## config.mk

```make
export PLATFORM = sky130hd
export DESIGN_NAME = uart_rx_core_flat
export DESIGN_NICKNAME = d
export VERILOG_FILES = /design/src/rtl/uart_pkg.sv /design/src/rtl/uart_rx_core_if.sv /design/src/rtl/uart_sync.sv /design/src/rtl/uart_rx_core.sv /design/src/flat_wrapper.sv
export SDC_FILE = /design/constraint.sdc
export NUM_CORES = 1
export LEC_CHECK = 0
export BUFFER_PORTS_ARGS = -buffer_cell sky130_fd_sc_hd__buf_2
export CORE_MARGIN = 5
export CORE_UTILIZATION = 55
export DETAILED_ROUTE_END_ITERATION = 6
export GPL_TIMING_DRIVEN = 1
export MAX_ROUTING_LAYER = met4
export PLACE_DENSITY = 0.75
export SLEW_MARGIN = 20
export SYNTH_ARGS = -nofsm -noshare
export SYNTH_HDL_FRONTEND = slang
export SYNTH_HIERARCHICAL = 1
export SYNTH_SLANG_ARGS = --single-unit
```

## constraint.sdc

```tcl
create_clock -name clk -period 1.8 [get_ports clk]
set_input_delay 0.18 -clock clk [delete_from_list [all_inputs] [get_ports clk]]
set_output_delay 0.18 -clock clk [all_outputs]
set_load 0.03 [all_outputs]
```

## src/rtl/uart_pkg.sv

```systemverilog
// Shared UART definitions: receiver state encoding, frame width and default bit timing.
package uart_pkg;

  localparam int DATA_BITS            = 8;
  // 50 MHz system clock, 115200 baud
  localparam int DEFAULT_CLKS_PER_BIT = 434;

  typedef enum logic [1:0] {
    IDLE  = 2'd0,
    START = 2'd1,
    DATA  = 2'd2,
    STOP  = 2'd3
  } uart_state_e;

endpackage

```

## src/rtl/uart_rx_core_if.sv

```systemverilog
// Byte delivery interface from the UART receiver to its consumer (valid/ready plus error pulses).
interface uart_rx_core_if;
  import uart_pkg::*;

  logic [DATA_BITS-1:0] rx_data;
  logic                 rx_valid;
  logic                 rx_ready;
  logic                 frame_err;
  logic                 overrun;

  modport master (
    output rx_data,
    output rx_valid,
    output frame_err,
    output overrun,
    input  rx_ready
  );

  modport slave (
    input  rx_data,
    input  rx_valid,
    input  frame_err,
    input  overrun,
    output rx_ready
  );

endinterface

```

## src/rtl/uart_sync.sv

```systemverilog
// Two-flop synchroniser for an asynchronous input; both stages reset to INIT.
module uart_sync #(
  parameter logic INIT = 1'b1
) (
  input  logic clk,
  input  logic rst_n,
  input  logic d_i,
  output logic q_o
);

  logic meta_q, meta_d;
  logic sync_q, sync_d;

  always_comb begin
    meta_d = d_i;
    sync_d = meta_q;
  end

  always_ff @(posedge clk or negedge rst_n) begin
    if (!rst_n) begin
      meta_q <= INIT;
      sync_q <= INIT;
    end else begin
      meta_q <= meta_d;
      sync_q <= sync_d;
    end
  end

  assign q_o = sync_q;

endmodule

```

## src/rtl/uart_rx_core.sv

```systemverilog
// 8N1 UART receiver: mid-bit start validation, centre sampling of data and stop bits,
// byte handed off on a valid/ready interface with framing-error and overrun pulses.
module uart_rx_core
  import uart_pkg::*;
#(
  parameter int CLKS_PER_BIT = DEFAULT_CLKS_PER_BIT
) (
  input  logic              clk,
  input  logic              rst_n,
  input  logic              rx_i,
  uart_rx_core_if.master    rx_if
);

  localparam int HALF_BIT = CLKS_PER_BIT / 2;
  localparam int CNT_W    = $clog2(CLKS_PER_BIT);
  localparam int IDX_W    = $clog2(DATA_BITS);

  localparam logic [CNT_W-1:0] BIT_END  = CNT_W'(CLKS_PER_BIT - 1);
  localparam logic [CNT_W-1:0] HALF_END = CNT_W'(HALF_BIT - 1);
  localparam logic [IDX_W-1:0] LAST_IDX = IDX_W'(DATA_BITS - 1);

  logic rx_s;

  uart_sync #(.INIT(1'b1)) u_sync (
    .clk   (clk),
    .rst_n (rst_n),
    .d_i   (rx_i),
    .q_o   (rx_s)
  );

  uart_state_e          state_q, state_d;
  logic [CNT_W-1:0]     cnt_q, cnt_d;
  logic [IDX_W-1:0]     bit_idx_q, bit_idx_d;
  logic [DATA_BITS-1:0] shreg_q, shreg_d;
  logic                 armed_q, armed_d;
  logic [DATA_BITS-1:0] data_q, data_d;
  logic                 valid_q, valid_d;
  logic                 fe_q, fe_d;
  logic                 ov_q, ov_d;

  logic bit_end;
  logic half_end;
  logic stop_end;

  assign bit_end  = (cnt_q == BIT_END);
  assign half_end = (cnt_q == HALF_END);
  assign stop_end = (state_q == STOP) && bit_end;

  always_ff @(posedge clk or negedge rst_n) begin
    if (!rst_n) begin
      state_q   <= IDLE;
      cnt_q     <= '0;
      bit_idx_q <= '0;
      shreg_q   <= '0;
      armed_q   <= 1'b0;
      data_q    <= '0;
      valid_q   <= 1'b0;
      fe_q      <= 1'b0;
      ov_q      <= 1'b0;
    end else begin
      state_q   <= state_d;
      cnt_q     <= cnt_d;
      bit_idx_q <= bit_idx_d;
      shreg_q   <= shreg_d;
      armed_q   <= armed_d;
      data_q    <= data_d;
      valid_q   <= valid_d;
      fe_q      <= fe_d;
      ov_q      <= ov_d;
    end
  end

  always_comb begin
    state_d   = state_q;
    cnt_d     = cnt_q + 1'b1;
    bit_idx_d = bit_idx_q;
    shreg_d   = shreg_q;
    armed_d   = 1'b0;

    unique case (state_q)
      IDLE: begin
        // Only a falling edge after the line was seen high starts a frame; a held-low line never retriggers.
        armed_d = armed_q | rx_s;
        if (armed_q && !rx_s) begin
          state_d = START;
        end
      end
      START: begin
        if (half_end) begin
          bit_idx_d = '0;
          state_d   = rx_s ? IDLE : DATA;
        end
      end
      DATA: begin
        if (bit_end) begin
          shreg_d = {rx_s, shreg_q[DATA_BITS-1:1]};
          if (bit_idx_q == LAST_IDX) begin
            state_d = STOP;
          end else begin
            bit_idx_d = bit_idx_q + 1'b1;
          end
        end
      end
      STOP: begin
        if (bit_end) begin
          state_d = IDLE;
        end
      end
      default: state_d = IDLE;
    endcase

    if (state_d != state_q) begin
      cnt_d = '0;
    end
  end

  always_comb begin
    data_d  = data_q;
    valid_d = valid_q;
    fe_d    = 1'b0;
    ov_d    = 1'b0;

    if (valid_q && rx_if.rx_ready) begin
      valid_d = 1'b0;
    end

    if (stop_end) begin
      if (!rx_s) begin
        fe_d = 1'b1;
      end else if (!valid_q || rx_if.rx_ready) begin
        data_d  = shreg_q;
        valid_d = 1'b1;
      end else begin
        ov_d = 1'b1;
      end
    end
  end

  assign rx_if.rx_data   = data_q;
  assign rx_if.rx_valid  = valid_q;
  assign rx_if.frame_err = fe_q;
  assign rx_if.overrun   = ov_q;

endmodule

```

## src/flat_wrapper.sv

```systemverilog
// flat-port wrapper written by rule: the top's interface ports become plain ports
module uart_rx_core_flat import uart_pkg::*;
#(
  parameter int CLKS_PER_BIT = DEFAULT_CLKS_PER_BIT
)
  (clk, rst_n, rx_i, rx_if_rx_data, rx_if_rx_valid, rx_if_frame_err, rx_if_overrun, rx_if_rx_ready);
  uart_rx_core_if rx_if_i ();
  input  logic clk;
  input  logic rst_n;
  input  logic rx_i;
  output wire logic [$bits(rx_if_i.rx_data)-1:0] rx_if_rx_data;
  output wire logic [$bits(rx_if_i.rx_valid)-1:0] rx_if_rx_valid;
  output wire logic [$bits(rx_if_i.frame_err)-1:0] rx_if_frame_err;
  output wire logic [$bits(rx_if_i.overrun)-1:0] rx_if_overrun;
  input wire logic [$bits(rx_if_i.rx_ready)-1:0] rx_if_rx_ready;
  assign rx_if_rx_data = rx_if_i.rx_data;
  assign rx_if_rx_valid = rx_if_i.rx_valid;
  assign rx_if_frame_err = rx_if_i.frame_err;
  assign rx_if_overrun = rx_if_i.overrun;
  assign rx_if_i.rx_ready = rx_if_rx_ready;
  uart_rx_core #(.CLKS_PER_BIT(CLKS_PER_BIT)) u_core (.clk(clk), .rst_n(rst_n), .rx_i(rx_i), .rx_if(rx_if_i));
endmodule
```

==> flow_summary.json <==
{
  "grt_overflow_total": 0,
  "synth_top_area_cell": "dfrtp_1",
  "period_share_pct": 94.0,
  "path_class": "reg -> reg",
  "ys.flop_type": "dfrtp_1",
  "finalClockSkew_ps": 7.90,
  "ys_ff_latch": 36,
  "max_freq_mhz": 591,
  "power.leakage_uw": 0.000955,
  "cts_buffer_depth": 2,
  "routabilityCongestion": 0.861,
  "ys_top_cells_by_count": "34 x dfrtp_1, 17 x mux2_2, 14 x nor2_1",
  "cts_buffers": 5,
  "syn2layout_area_growth_pct": 13.0,
  "remaining_drc_errors": 0,
  "dpl.hpwl_um": 1940,
  "finalWirelength_um": 2680,
  "die_h_um": 64.4,
  "powerDensity_nw_per_um2": 1020,
  "nFillCells": 227,
  "holdWs_ps": 147,
  "num_rows": 19,
  "start_util_pct": 58.1,
  "fin_nets": 161,
  "cts_tree": "done",
  "diodes": 0,
  "ys_async_sr_fraction_pct": 100,
  "holdCritPathClass": "in -> reg",
  "seq_area_sq_um": 903,
  "peakVddDrop_v": 0.000736,
  "multi_input_area_sq_um": 696,
  "synth_seq_area_share_pct": 55.4,
  "max_slew.worst_pin.slew_ps": 753,
  "worst_ep_arrival_time_ps": 1920,
  "cp_max_fo": 5,
  "cts_resized": 0,
  "dieArea_sq_um": 4150,
  "rsz0062_at_grt": "no",
  "ys_warn_count": 6,
  "num_vias": 1024,
  "setup_viol_count_final": 0,
  "status": "finished clean",
  "grt_max_degree": 37,
  "clock_sinks": 36,
  "slew_headroom_pct": 49.8,
  "htreeDepth": 2,
  "synthCells": 128,
  "slew_violations": 0,
  "gr-usage-all-layers_pct": 15.9,
  "core_area_sq_um": 2810,
  "ys_types": 38,
  "period_minus_slack_ps": 1690,
  "synth_area_per_cell_sq_um": 12.7,
  "synth.area.top_cells": "dfrtp_1 52%, mux2_2 12%, ha_1 3.8%, dfstp_2 3.2%, nor2_1 3.2%",
  "syn_nets": 137,
  "cap_violations": 0,
  "synth_most_common_cell": "dfrtp_1",
  "first_iter_violations": 28,
  "die_w_um": 64.4,
  "cts_setup_buffers": 0,
  "drive_gt1_share_pct": 34.6,
  "crit_required_ps": 2030,
  "synth_top_area_share_pct": 52.2,
  "routedWlPerCell_um": 14.6,
  "tns_ps": 0,
  "grt_pass1_vias": 1116,
  "dr.pass1.iters": 4,
  "grt_pass1_wl_um": 4930,
  "cp-start-kind": "flip-flop",
  "cts_root_buffer": "clkbuf_4",
  "antenna_left": 0,
  "insertion_delay_ps": 340,
  "syn_area_sq_um": 1630,
  "antenna_found_initial": 0,
  "hold_violations": 0,
  "ctsHoldBuffers": 2,
  "numPortBuffers": 14,
  "vias_per_cell": 5.57,
  "pin_count": 15,
  "synth_edf_count": 0,
  "cp-end-kind": "flip-flop",
  "path_clk_slew_ps": 110
}
[routing by layer]
| metal | GRT usage (%) | part of all wire, % |
|---|---|---|
| met2 | 25.1 | 48 |
| met3 | 6.22 | 4.8 |
| met1 | 18.0 | 46 |
| met5 | - | 0 |
| met4 | 7.12 | 2.0 |
[where the power goes]
part           internal (uW)  switching, uW
logic                    159            160
registers                894            120
clock network            291            253
total                   1340            533
[cell type report]
class | count | area share [%]
clock inverters | 2 | 1.90
multi-input cells | 86 | 37.8
flip-flops and latches | 36 | 49.0
inverters | 4 | 0.815
well taps | 31 | 2.11
repair buffers | 19 | 6.11
clock buffers | 6 | 2.24
[state kept, by name, summed over array words and instances, names as in the netlist]
register,flops
u_core/rx_if.overrun,1
u_core/u_sync/q_o,1
u_core/shreg_q,8
u_core/armed_q,1
u_core/rx_if.frame_err,1
u_core/cnt_q,9
u_core/rx_if.rx_data,8
u_core/state_q,2
u_core/u_sync/meta_q,1
u_core/rx_if.rx_valid,1
u_core/bit_idx_q,3
[cell usage in the layout, fill, tap and decap left out, types with 2 or more instances in the layout]
| master | instances |
|---|---|
| inv_1 | 4 |
| buf_4 | 3 |
| dlygate4sd3_1 | 2 |
| xor2_1 | 4 |
| nand4_1 | 2 |
| dfrtp_1 | 34 |
| clkbuf_4 | 5 |
| ha_1 | 5 |
| nand3_1 | 4 |
| nor3_1 | 3 |
| mux2_2 | 17 |
| buf_2 | 14 |
| nor2_1 | 14 |
| dfstp_2 | 2 |
| xnor2_1 | 3 |
| nand2_1 | 9 |
| a22o_2 | 2 |
[cells by family (layout without fill, tap and decap cells)]
kind of cell               Yosys count  in the layout  share of synthesized area, %
muxes                               19             19                          13.3
DFF                                 36             36                          55.4
AOI/OAI and AO/OA                    7              7                          3.53
buffers and inverters                6             31                          1.92
xor gates and xnor gates             7              7                          3.76
and+or+nand+nor                     48             48                          18.3
adders and majority gates            5              5                          3.84
[critical path, stage by stage (launching register included)]
cell and delay (ps):
dfrtp_1 430, inv_1 70, ha_1 170, nor4b_1 270, nand3_1 200, o31a_1 180
mux2_4 270
[metrics by stage]
stage	area (sq um)	power [uW]	cells	util [%]	setup slack, ps
final	1840	1880	184	65.7	108
after global routing	1840	1990	184	65.7	8.13
after CTS	1840	1890	184	65.7	104
after detailed placement	1750	1340	174	62.2	129
after global placement	1750	1320	174	62.2	210
after floorplan	1630	1250	128	-	243
[final timing paths]
kind,start,end,slack (ps),cells after the start
worst max-delay path,u_core/cnt_q[0]$_DFF_PN0_,u_core/bit_idx_q[0]$_DFFE_PN0P_,110,6
worst min-delay path,rx_if_rx_ready,u_core/rx_if.overrun$_DFF_PN0_,150,3
worst max register to register,u_core/cnt_q[0]$_DFF_PN0_,u_core/bit_idx_q[0]$_DFFE_PN0P_,110,6
worst min register to register,u_core/u_sync/meta_q$_DFF_PN1_,u_core/u_sync/q_o$_DFF_PN1_,360,0
max in group asynchronous,rst_n,u_core/shreg_q[4]$_DFFE_PN0P_,880,2
min in group asynchronous,rst_n,u_core/rx_if.rx_valid$_DFF_PN0_,440,2
Note: power is estimated with default switching activity, not from simulation.
